--- config.mk ---
export PLATFORM = sky130hd
export DESIGN_NAME = buffer_burst_reader_flat
export DESIGN_NICKNAME = d
export VERILOG_FILES = /design/src/rtl/buffer_burst_reader_if.sv /design/src/rtl/buffer_burst_reader.sv /design/src/flat_wrapper.sv
export SDC_FILE = /design/constraint.sdc
export NUM_CORES = 1
export LEC_CHECK = 0
export CAP_MARGIN = 20
export CORE_AREA = 2 2 73 75
export CTS_CLUSTER_DIAMETER = 150
export DETAILED_ROUTE_END_ITERATION = 16
export DIE_AREA = 0 0 75 77
export GPL_TIMING_DRIVEN = 1
export HOLD_SLACK_MARGIN = 0.12
export PLACE_DENSITY_LB_ADDON = 0.08
export RECOVER_POWER = 50
export SLEW_MARGIN = 10
export SYNTH_ARGS = -nofsm -noshare
export SYNTH_HDL_FRONTEND = slang
export SYNTH_SLANG_ARGS = --single-unit
--- constraint.sdc ---
create_clock -name clk_i -period 2.2 [get_ports clk_i]
set_clock_uncertainty 0.1 [all_clocks]
set_input_delay 0.44 -clock clk_i [delete_from_list [all_inputs] [get_ports clk_i]]
set_output_delay 0.44 -clock clk_i [all_outputs]
set_load 0.02 [all_outputs]
--- src/rtl/buffer_burst_reader_if.sv ---
// Handshake bundle between the burst reader, its source FIFO read port and the downstream consumer.
interface buffer_burst_reader_if #(
  parameter int unsigned N = 32,
  parameter int unsigned L = 8
);
  logic         start;
  logic [L-1:0] burst_len;
  logic         buf_empty;
  logic         buf_pull_en;
  logic [N-1:0] buf_pull_val;
  logic [N-1:0] out_val;
  logic         out_valid;
  logic         out_ready;
  logic         busy;
  logic         done;
  logic [L-1:0] words_left;

  modport slave (
    input  start, burst_len, buf_empty, buf_pull_val, out_ready,
    output buf_pull_en, out_val, out_valid, busy, done, words_left
  );

  modport master (
    output start, burst_len, buf_empty, buf_pull_val, out_ready,
    input  buf_pull_en, out_val, out_valid, busy, done, words_left
  );
endinterface

--- src/rtl/buffer_burst_reader.sv ---
// Pulls a programmed number of words from a FIFO read port and presents each
// on a valid/ready handshake; pulses done when the burst completes.
module buffer_burst_reader #(
  parameter int unsigned N = 32,
  parameter int unsigned L = 8
) (
  input  logic                  clk_i,
  input  logic                  rst_i,
  input  logic                  pwr_off_i,
  buffer_burst_reader_if.slave  bus
);

  typedef enum logic [2:0] {
    IDLE = 3'd0,
    PULL = 3'd1,
    CAPT = 3'd2,
    OUT  = 3'd3,
    DONE = 3'd4
  } state_e;

  state_e       state_q, state_d;
  logic         pull_en_q, pull_en_d;
  logic [N-1:0] out_val_q, out_val_d;
  logic         out_valid_q, out_valid_d;
  logic         busy_q, busy_d;
  logic         done_q, done_d;
  logic [L-1:0] words_left_q, words_left_d;

  // State and registered outputs; power-off behaves exactly like reset.
  always_ff @(posedge clk_i) begin
    if (rst_i || pwr_off_i) begin
      state_q      <= IDLE;
      pull_en_q    <= 1'b0;
      out_val_q    <= '0;
      out_valid_q  <= 1'b0;
      busy_q       <= 1'b0;
      done_q       <= 1'b0;
      words_left_q <= '0;
    end else begin
      state_q      <= state_d;
      pull_en_q    <= pull_en_d;
      out_val_q    <= out_val_d;
      out_valid_q  <= out_valid_d;
      busy_q       <= busy_d;
      done_q       <= done_d;
      words_left_q <= words_left_d;
    end
  end

  // pull_en is registered, so it is decided one cycle ahead of the PULL cycle
  // it appears in. Only this block pulls, so a non-empty buffer stays non-empty.
  always_comb begin
    state_d      = state_q;
    pull_en_d    = 1'b0;
    out_val_d    = out_val_q;
    out_valid_d  = out_valid_q;
    busy_d       = busy_q;
    done_d       = 1'b0;
    words_left_d = words_left_q;

    unique case (state_q)
      IDLE: begin
        if (bus.start) begin
          words_left_d = bus.burst_len;
          busy_d       = 1'b1;
          if (bus.burst_len == L'(0)) begin
            state_d = DONE;
            done_d  = 1'b1;
          end else begin
            state_d   = PULL;
            pull_en_d = !bus.buf_empty;
          end
        end
      end
      PULL: begin
        if (pull_en_q) begin
          state_d = CAPT;
        end else begin
          pull_en_d = !bus.buf_empty;
        end
      end
      CAPT: begin
        out_val_d   = bus.buf_pull_val;
        out_valid_d = 1'b1;
        state_d     = OUT;
      end
      OUT: begin
        if (out_valid_q && bus.out_ready) begin
          out_valid_d  = 1'b0;
          words_left_d = words_left_q - L'(1);
          if (words_left_q == L'(1)) begin
            state_d = DONE;
            done_d  = 1'b1;
          end else begin
            state_d   = PULL;
            pull_en_d = !bus.buf_empty;
          end
        end
      end
      DONE: begin
        busy_d  = 1'b0;
        state_d = IDLE;
      end
      default: begin
        state_d = IDLE;
      end
    endcase
  end

  assign bus.buf_pull_en = pull_en_q;
  assign bus.out_val     = out_val_q;
  assign bus.out_valid   = out_valid_q;
  assign bus.busy        = busy_q;
  assign bus.done        = done_q;
  assign bus.words_left  = words_left_q;

  // Never pull from an empty buffer.
  a_no_underrun: assert property (@(posedge clk_i) disable iff (rst_i || pwr_off_i)
    !(bus.buf_pull_en && bus.buf_empty));

endmodule
--- src/flat_wrapper.sv ---
// flat-port wrapper written by rule: the top's interface ports become plain ports
module buffer_burst_reader_flat 
#(
  parameter int unsigned N = 32,
  parameter int unsigned L = 8
)
  (clk_i, rst_i, pwr_off_i, bus_start, bus_burst_len, bus_buf_empty, bus_buf_pull_val, bus_out_ready, bus_buf_pull_en, bus_out_val, bus_out_valid, bus_busy, bus_done, bus_words_left);
  buffer_burst_reader_if #(.N(N), .L(L)) bus_i ();
  input  logic clk_i;
  input  logic rst_i;
  input  logic pwr_off_i;
  input wire logic [$bits(bus_i.start)-1:0] bus_start;
  input wire logic [$bits(bus_i.burst_len)-1:0] bus_burst_len;
  input wire logic [$bits(bus_i.buf_empty)-1:0] bus_buf_empty;
  input wire logic [$bits(bus_i.buf_pull_val)-1:0] bus_buf_pull_val;
  input wire logic [$bits(bus_i.out_ready)-1:0] bus_out_ready;
  output wire logic [$bits(bus_i.buf_pull_en)-1:0] bus_buf_pull_en;
  output wire logic [$bits(bus_i.out_val)-1:0] bus_out_val;
  output wire logic [$bits(bus_i.out_valid)-1:0] bus_out_valid;
  output wire logic [$bits(bus_i.busy)-1:0] bus_busy;
  output wire logic [$bits(bus_i.done)-1:0] bus_done;
  output wire logic [$bits(bus_i.words_left)-1:0] bus_words_left;
  assign bus_i.start = bus_start;
  assign bus_i.burst_len = bus_burst_len;
  assign bus_i.buf_empty = bus_buf_empty;
  assign bus_i.buf_pull_val = bus_buf_pull_val;
  assign bus_i.out_ready = bus_out_ready;
  assign bus_buf_pull_en = bus_i.buf_pull_en;
  assign bus_out_val = bus_i.out_val;
  assign bus_out_valid = bus_i.out_valid;
  assign bus_busy = bus_i.busy;
  assign bus_done = bus_i.done;
  assign bus_words_left = bus_i.words_left;
  buffer_burst_reader #(.N(N), .L(L)) u_core (.clk_i(clk_i), .rst_i(rst_i), .pwr_off_i(pwr_off_i), .bus(bus_i));
endmodule
==> results of run 1 <==
==> routing by layer <==
metal / vias up / GRT usage [%] / routed length (um)
li1: 1033 / - / -
met1: 931 / 26.7 / 2460
met2: 63 / 28.5 / 2500
met3: 2 / 6.44 / 379
met4: 0 / 3.93 / 21
met5: - / 0 / 0
==> sequential cells by signal, summed over array words and instances (netlist names) <==
name                    count
u_core.bus.out_val         32
u_core.bus.words_left       8
u_core.state_q              3
u_core.bus.buf_pull_en      1
u_core.bus.busy             1
u_core.bus.done             1
u_core.bus.out_valid        1
==> worst register-to-register path, stage by stage (launching register included) <==
cell and delay [ns]:
sky130_fd_sc_hd__dfxtp_1 0.51, sky130_fd_sc_hd__nor2b_1 0.32, sky130_fd_sc_hd__nor2b_1 0.22, sky130_fd_sc_hd__buf_4 0.35
sky130_fd_sc_hd__nand2_1 0.11, sky130_fd_sc_hd__a21oi_1 0.15
==> kinds of logic (layout without fill, tap and decap cells) <==
family,Yosys count,after routing,synth area share [%]
compound gates,67,67,19.7
fa+ha+maj,2,2,1.27
buf+inv,21,109,4.62
flops,47,47,47.6
simple gates,116,116,26.8
==> worst max path at each step <==
stage / from / end
3_5_place_dp: bus_start / u_core.bus.words_left[6]$_SDFFE_PP0P_
4_1_cts: u_core.bus.words_left[3]$_SDFFE_PP0P_ / bus_words_left[3]
5_1_grt: bus_start / u_core.bus.words_left[6]$_SDFFE_PP0P_
2_1_floorplan: bus_start / u_core.bus.words_left[6]$_SDFFE_PP0P_
6_report: u_core.bus.words_left[3]$_SDFFE_PP0P_ / bus_words_left[3]
3_3_place_gp: bus_start / u_core.bus.words_left[6]$_SDFFE_PP0P_
==> final cells by class <==
class | instances | share of cell area [%]
clock buffers | 6 | 2.38
clock inverters | 1 | 0.986
inverters | 4 | 0.493
multi-input cells | 185 | 30.9
flip-flops and latches | 47 | 30.9
well taps | 70 | 2.87
repair buffers | 98 | 31.5
==> cells in the mapped netlist, drive strengths merged (2+ instances only) <==
cell type	instances
a2111oi	2
a21oi	43
a21o	2
nor3	3
o21ai	12
nor4	4
buf	5
clkbuf	12
nand3	3
nand4	2
or4	2
dfxtp	47
nand2	72
nand2b	3
and2	3
inv	4
nor4b	2
a211oi	2
nor2	12
o211ai	2
nor2b	3
ha	2
==> power by group through the flow <==
stage	Clock, W	Sequential [W]	Combinational (W)
after global placement	0	0.000890	0.000195
after CTS	0.000630	0.000870	0.000198
after global routing	0.000669	0.000872	0.000208
after detailed placement	0	0.000890	0.000197
after floorplan	0	0.000895	0.0000631
final	0.000612	0.000870	0.000192
==> per-stage QoR <==
stage	setup slack, ns	hold WS, ns
6_report	0.241	0.350
5_1_grt	0.149	0.377
4_1_cts	0.248	0.357
3_5_place_dp	-0.00575	0.346
3_3_place_gp	0.0220	0.341
2_1_floorplan	0.551	0.435
==> implementation parameters, run 1 <==
Parameter                              Value

Outcome
  Result of the run    finished, final reports clean

STA
  Max frequency    between 0.5 and 0.6 GHz
  Number of max-slew violations in the final report    0
  Unrepaired setup endpoints after global routing    false
  Hold Vio Cnt, Final    0
  Transition time at the pin with the least slew margin    between 0.6 and 0.7 ns
  Total of endpoints with negative setup slack in the final report    0
  Slew margin rel.    a little under three fifths
  Tcrit/Tclk final    roughly nine tenths
  Final total negative setup slack    0 ns
  Clock period minus worst slack    1.96 ns

Die
  I/O pin count    90
  Floorplan row count    26
  Core region area    approximately 5000 um^2
  Die X-Extent    around 75 um
  Starting density of the core    39.7%
  Total die area    a little under 6000 um^2
  Die outline height    77 um

Logic synthesis
  Cell taking the most area after synthesis    sky130_fd_sc_hd__dfxtp_1
  Seq/Total Area, Yosys    47.6%
  Yosys reg bits    47
  Synth top area share    47.6%
  Number of synthesized flops with an enable pin    0
  Syn_nets    301
  Number of synthesis warnings    0
  Top flip-flop cell by instance count after synthesis    sky130_fd_sc_hd__dfxtp_1
  Cell count after synthesis    253
  Area of the mapped netlist    1980 um^2
  Number of distinct standard cells referenced by the synthesized netlist    37
  Avg Inst Size Synth    7.81 um^2
  FFs w/ async S/R, synth    0%
  Cells taking the most area after synthesis    sky130_fd_sc_hd__dfxtp_1 (48%), sky130_fd_sc_hd__nand2_1 (14%), sky130_fd_sc_hd__a21oi_1 (11%), sky130_fd_sc_hd__o21ai_0 (3.0%), sky130_fd_sc_hd__clkbuf_1 (2.3%)

Hold path
  Hold endpoint    u_core.bus.out_val[21]$_SDFFE_PP0N_
  Min-Delay Path Class    flop to flop
  Depth of the worst hold-timing path    2
  Worst hold start    u_core.bus.out_val[21]$_SDFFE_PP0N_

Placed design
  Number of buffer cells added on primary ports    89
  Area after detailed placement    2960 um^2
  Final GP Congestion    0.845
  Placed instance count    a little over 400
  HPWL reported at the end of detailed placement    3.72 mm

Critical path
  Cell type group with the largest total delay on the critical path    buffers and inverters
  Largest stage delay, worst path    around 0.66 ns
  Critical register-to-register path startpoint    u_core.state_q[1]$_SDFFE_PP0P_
  Type of the worst setup path    flop to primary output
  Total number of cells along the worst setup path    1
  Worst path arrival time    approximately 1.4 ns
  Critical Path Fanout Max    8
  Buffering stage count on the worst path with inverters included    1
  Slowest cell on crit path    sky130_fd_sc_hd__clkdlybuf4s50_1
  R2R cell count    5
  Critical path endpoint category    primary output
  Required time at the worst-slack endpoint    approximately 1.7 ns
  Register-to-register path setup slack    roughly 0.37 ns
  Critical path launch point type    flop
  Cells along the critical path    clkdlybuf4s50_1
  Reg-to-reg endpoint    u_core.bus.out_val[28]$_SDFFE_PP0N_

Clock tree
  Clock tree from TritonCTS    built
  Root buffer selected by CTS    sky130_fd_sc_hd__clkbuf_8
  Number of sinks driven by the clock tree    47
  Deepest clock path buffer count    2
  Post-CTS clock slew at the launch and capture registers of the worst setup and hold paths    around 0.090 ns
  Cells resized by post-CTS repair    0
  Number of buffers added by the clock tree synthesis step    5
  Number of buffers added for setup after CTS    0
  Number of buffers added to fix hold violations after cts    0
  Worst-Skew Late Latency    around 0.29 ns
  # H-tree levels    2

Layout
  Fraction of final layout cells with drive strength greater than 1    under 10%
  Layout overhead on the synthesized area    54.1%
  Area of all placed cells without fillers    between 3000 and 4000 um^2
  Final core utilization    61.2%
  Most frequent cells in the layout    sky130_fd_sc_hd__nand2_1 (72), sky130_fd_sc_hd__clkdlybuf4s50_1 (52), sky130_fd_sc_hd__dfxtp_1 (47)
  # fillers    469
  Leading cell type in the layout, fill and taps excluded    sky130_fd_sc_hd__nand2_1
  Final net count    389
  Count of placed standard cells in the final layout, fillers left out    between 400 and 500
  Diode insertion count for antenna repair    0
  Storage element area    between 900 and 1000 um^2
  Area used by multi-input combinational logic    about 940 um^2

Route
  Routed WL per cell    between 10 and 15 um
  DRC violation total after the first TritonRoute iteration    roughly 150
  Number of nets still failing antenna checks after routing    0
  Initial DRT Pass Iterations    4
  DRC Markers    0
  Total via count after detailed routing    between 2000 and 2500
  Vias per cell    ~4.9
  Final Routed Wirelength    5.36 mm

Global routing
  Wire length of the first global-routing pass    around 8.8 mm
  GRT Resource Usage Total    19.1%
  Number of antenna violations at the first check in global routing    0
  Vias in the first global route    between 1500 and 2000
  Remaining Overflow, GRT    0
  Pin count of the biggest net entering global routing    46

Power
  Internal Dissipation    between 0.001 and 0.0015 W
  Fraction of power consumed by the clock network    between 30% and 40%
  Total design power    ~0.0017 W
  Switching power    approximately 0.00037 W
  Part of the power in combinational logic    a little under an eighth
  Sw frac    21.9%
  Power Dens Cells    roughly 550 nW/um^2
  Sequential share of power    a little over half
  Worst vdd ir    355 uV
  Reported leakage power    roughly 1.1 nW

Job
  Maximum capacitance violations    0
Power figures use the tool's default switching activity.
==> inputs of run 2 (changes only) <==
- CELL_PAD_IN_SITES_DETAIL_PLACEMENT: unset -> 1
- CELL_PAD_IN_SITES_GLOBAL_PLACEMENT: unset -> 1
- CORE_AREA: 2 2 73 75 -> 2 2 88 90
- DIE_AREA: 0 0 75 77 -> 0 0 90 92
==> run 2 against run 1 <==
Register-to-register slack better by 0.04 ns. Critical endpoint unchanged. Total power is 2.8% lower. Core utilization is 19 points lower. First-iteration DRC count is 54% lower. Die area is 43% higher. Sequential power hardly changed. Via count is 0.30% lower. Largest cell class unchanged. Sequential share of layout area is 0.62 points lower. Final cell count is 8.5% higher. Largest power group unchanged. Combinational power is 4% higher.
==> implementation parameters, run 2 (synthesis results as in run 1) <==
Parameter                              Value

Layout
  Diode insertion count for antenna repair    0 (unchanged)
  Leading cell type in the layout, fill and taps excluded    sky130_fd_sc_hd__clkdlybuf4s50_1 (was sky130_fd_sc_hd__nand2_1)
  Number of flip-flops in the largest register    32 (unchanged)
  Most frequent cells in the layout    sky130_fd_sc_hd__clkdlybuf4s50_1 (81), sky130_fd_sc_hd__nand2_1 (72), sky130_fd_sc_hd__dfxtp_1 (47) (was sky130_fd_sc_hd__nand2_1 (72), sky130_fd_sc_hd__clkdlybuf4s50_1 (52), sky130_fd_sc_hd__dfxtp_1 (47))
  Layout overhead on the synthesized area    57.3% (was 54.1%)
  Count of placed standard cells in the final layout, fillers left out    446 (was 411)
  Final core utilization    41.8% (was 61.2%)
  # fillers    927 (was 469)
  Fraction of final layout cells with drive strength greater than 1    6.40% (was 5.28%)
  Storage element area    941 um^2 (unchanged)
  Area used by multi-input combinational logic    945 um^2 (was 942 um^2)
  Final net count    391 (was 389)

STA
  Transition time at the pin with the least slew margin    0.432 ns (was 0.652 ns)
  Final hold slack    0.356 ns (was 0.350 ns)
  Worst Slack Setup Final    0.248 ns (was 0.241 ns)
  Max frequency    0.512 GHz (was 0.510 GHz)
  Tcrit/Tclk final    88.7% (was 89.1%)
  Number of max-slew violations in the final report    0 (unchanged)
  Slew margin rel.    71.2% (was 56.2%)
  Unrepaired setup endpoints after global routing    false (unchanged)
  Total of endpoints with negative setup slack in the final report    0 (unchanged)
  Clock period minus worst slack    1.95 ns (was 1.96 ns)
  Hold Vio Cnt, Final    0 (unchanged)

Clock tree
  Worst-Skew Late Latency    0.29 ns (about the same)
  Clock tree from TritonCTS    built (unchanged)
  Number of buffers added by the clock tree synthesis step    5 (unchanged)
  Number of buffers added to fix hold violations after cts    0 (unchanged)
  Number of sinks driven by the clock tree    47 (unchanged)
  Cells resized by post-CTS repair    0 (unchanged)
  # H-tree levels    2 (unchanged)
  Deepest clock path buffer count    2 (unchanged)
  Root buffer selected by CTS    sky130_fd_sc_hd__clkbuf_8 (unchanged)
  Post-CTS clock slew at the launch and capture registers of the worst setup and hold paths    0.09 ns (about the same)
  Number of buffers added for setup after CTS    0 (unchanged)

Outcome
  Result of the run    finished, final reports clean (unchanged)

Die
  Floorplan row count    32 (was 26)
  Die outline height    92 um (was 77 um)
  I/O pin count    90 (unchanged)
  Die X-Extent    90 um (was 75 um)
  Total die area    8280 um^2 (was 5780 um^2)
  Core region area    7450 um^2 (was 4980 um^2)
  Starting density of the core    26.5% (was 39.7%)

Critical path
  Worst path arrival time    1.41 ns (was 1.42 ns)
  Buffering stage count on the worst path with inverters included    1 (unchanged)
  Largest stage delay, worst path    0.65 ns (was 0.66 ns)
  Cell type group with the largest total delay on the critical path    buffers and inverters (unchanged)
  Slowest cell on crit path    sky130_fd_sc_hd__clkdlybuf4s50_1 (unchanged)
  Critical path endpoint category    primary output (unchanged)
  Critical Path Fanout Max    8 (unchanged)
  Total number of cells along the worst setup path    1 (unchanged)
  Required time at the worst-slack endpoint    1.66 ns (about the same)
  Critical path launch point type    flop (unchanged)
  Cells along the critical path    clkdlybuf4s50_1 (unchanged)
  R2R cell count    4 (was 5)
  Type of the worst setup path    flop to primary output (unchanged)

Job
  Maximum capacitance violations    0 (unchanged)

Placed design
  Number of buffer cells added on primary ports    89 (unchanged)
  Place WS    -0.0127 ns (was -0.00575 ns)
  HPWL reported at the end of detailed placement    4.51 mm (was 3.72 mm)
  Final GP Congestion    0.769 (was 0.845)
  Placed instance count    438 (was 404)

Route
  Routed WL per cell    13.6 um (was 13.0 um)
  DRC violation total after the first TritonRoute iteration    70 (was 151)
  Number of nets still failing antenna checks after routing    0 (unchanged)
  Total via count after detailed routing    2023 (was 2029)
  DRC Markers    0 (unchanged)
  Final Routed Wirelength    6.06 mm (was 5.36 mm)
  Vias per cell    4.54 (was 4.94)
  Initial DRT Pass Iterations    2 (was 4)

Global routing
  Number of antenna violations at the first check in global routing    0 (unchanged)
  Pin count of the biggest net entering global routing    34 (was 46)
  Wire length of the first global-routing pass    10.4 mm (was 8.78 mm)
  Remaining Overflow, GRT    0 (unchanged)
  Vias in the first global route    2143 (was 1829)
  GRT Resource Usage Total    15.3% (was 19.1%)

Power
  Total design power    0.00163 W (was 0.00167 W)
  Reported leakage power    1.03 nW (was 1.13 nW)
  Power Dens Cells    524 nW/um^2 (was 549 nW/um^2)
  Worst vdd ir    216 uV (was 355 uV)

Hold path
  Min-Delay Path Class    flop to flop (unchanged)
  Depth of the worst hold-timing path    2 (unchanged)
## run 2: cell count changes in the layout (fill, tap and decap cells not counted), sizes merged
cell | previous run | this run
bufinv | 1 | 0
buf | 8 | 10
clkdlybuf4s50 | 52 | 81
clkinv | 0 | 1
dlygate4sd3 | 37 | 8
clkinvlp | 0 | 1
## run 2: power by group
group	total, W	internal, W	switching [W]
registers	0.000870	0.000859	0.0000118
logic	0.000199	0.000119	0.0000799
clock network	0.000559	0.000257	0.000302
## run 2: path summary, 6_finish.rpt
| path | start | endpoint | slack, ns |
|---|---|---|---|
| worst max-delay path | u_core.bus.words_left[3]$_SDFFE_PP0P_ | bus_words_left[3] | 0.25 |
| worst min-delay path | u_core.bus.out_val[23]$_SDFFE_PP0N_ | u_core.bus.out_val[23]$_SDFFE_PP0N_ | 0.36 |
| worst max register to register | u_core.state_q[0]$_SDFFE_PP0P_ | u_core.bus.words_left[6]$_SDFFE_PP0P_ | 0.41 |
| worst min register to register | u_core.bus.out_val[23]$_SDFFE_PP0N_ | u_core.bus.out_val[23]$_SDFFE_PP0N_ | 0.36 |
## run 2: final cells by class
class	instances	area share (%)
clock inverters	2	0.523
clock buffers	6	2.66
inverters	4	0.483
multi-input cells	185	30.4
flip-flops and latches	47	30.3
well taps	102	4.10
repair buffers	100	31.6
## run 2: layer usage
metal / wire length [um] / track usage [%]
met1: 2740 / 19.0
met5: 0 / 0
met4: 30 / 4.36
met2: 2870 / 25.3
met3: 413 / 5.18
## run 2: through the flow
step / TNS [ns] / area, um^2
2_1_floorplan: 0 / 1980
3_3_place_gp: 0 / 3020
3_5_place_dp: -0.0127 / 3020
4_1_cts: 0 / 3120
5_1_grt: 0 / 3110
6_report: 0 / 3110
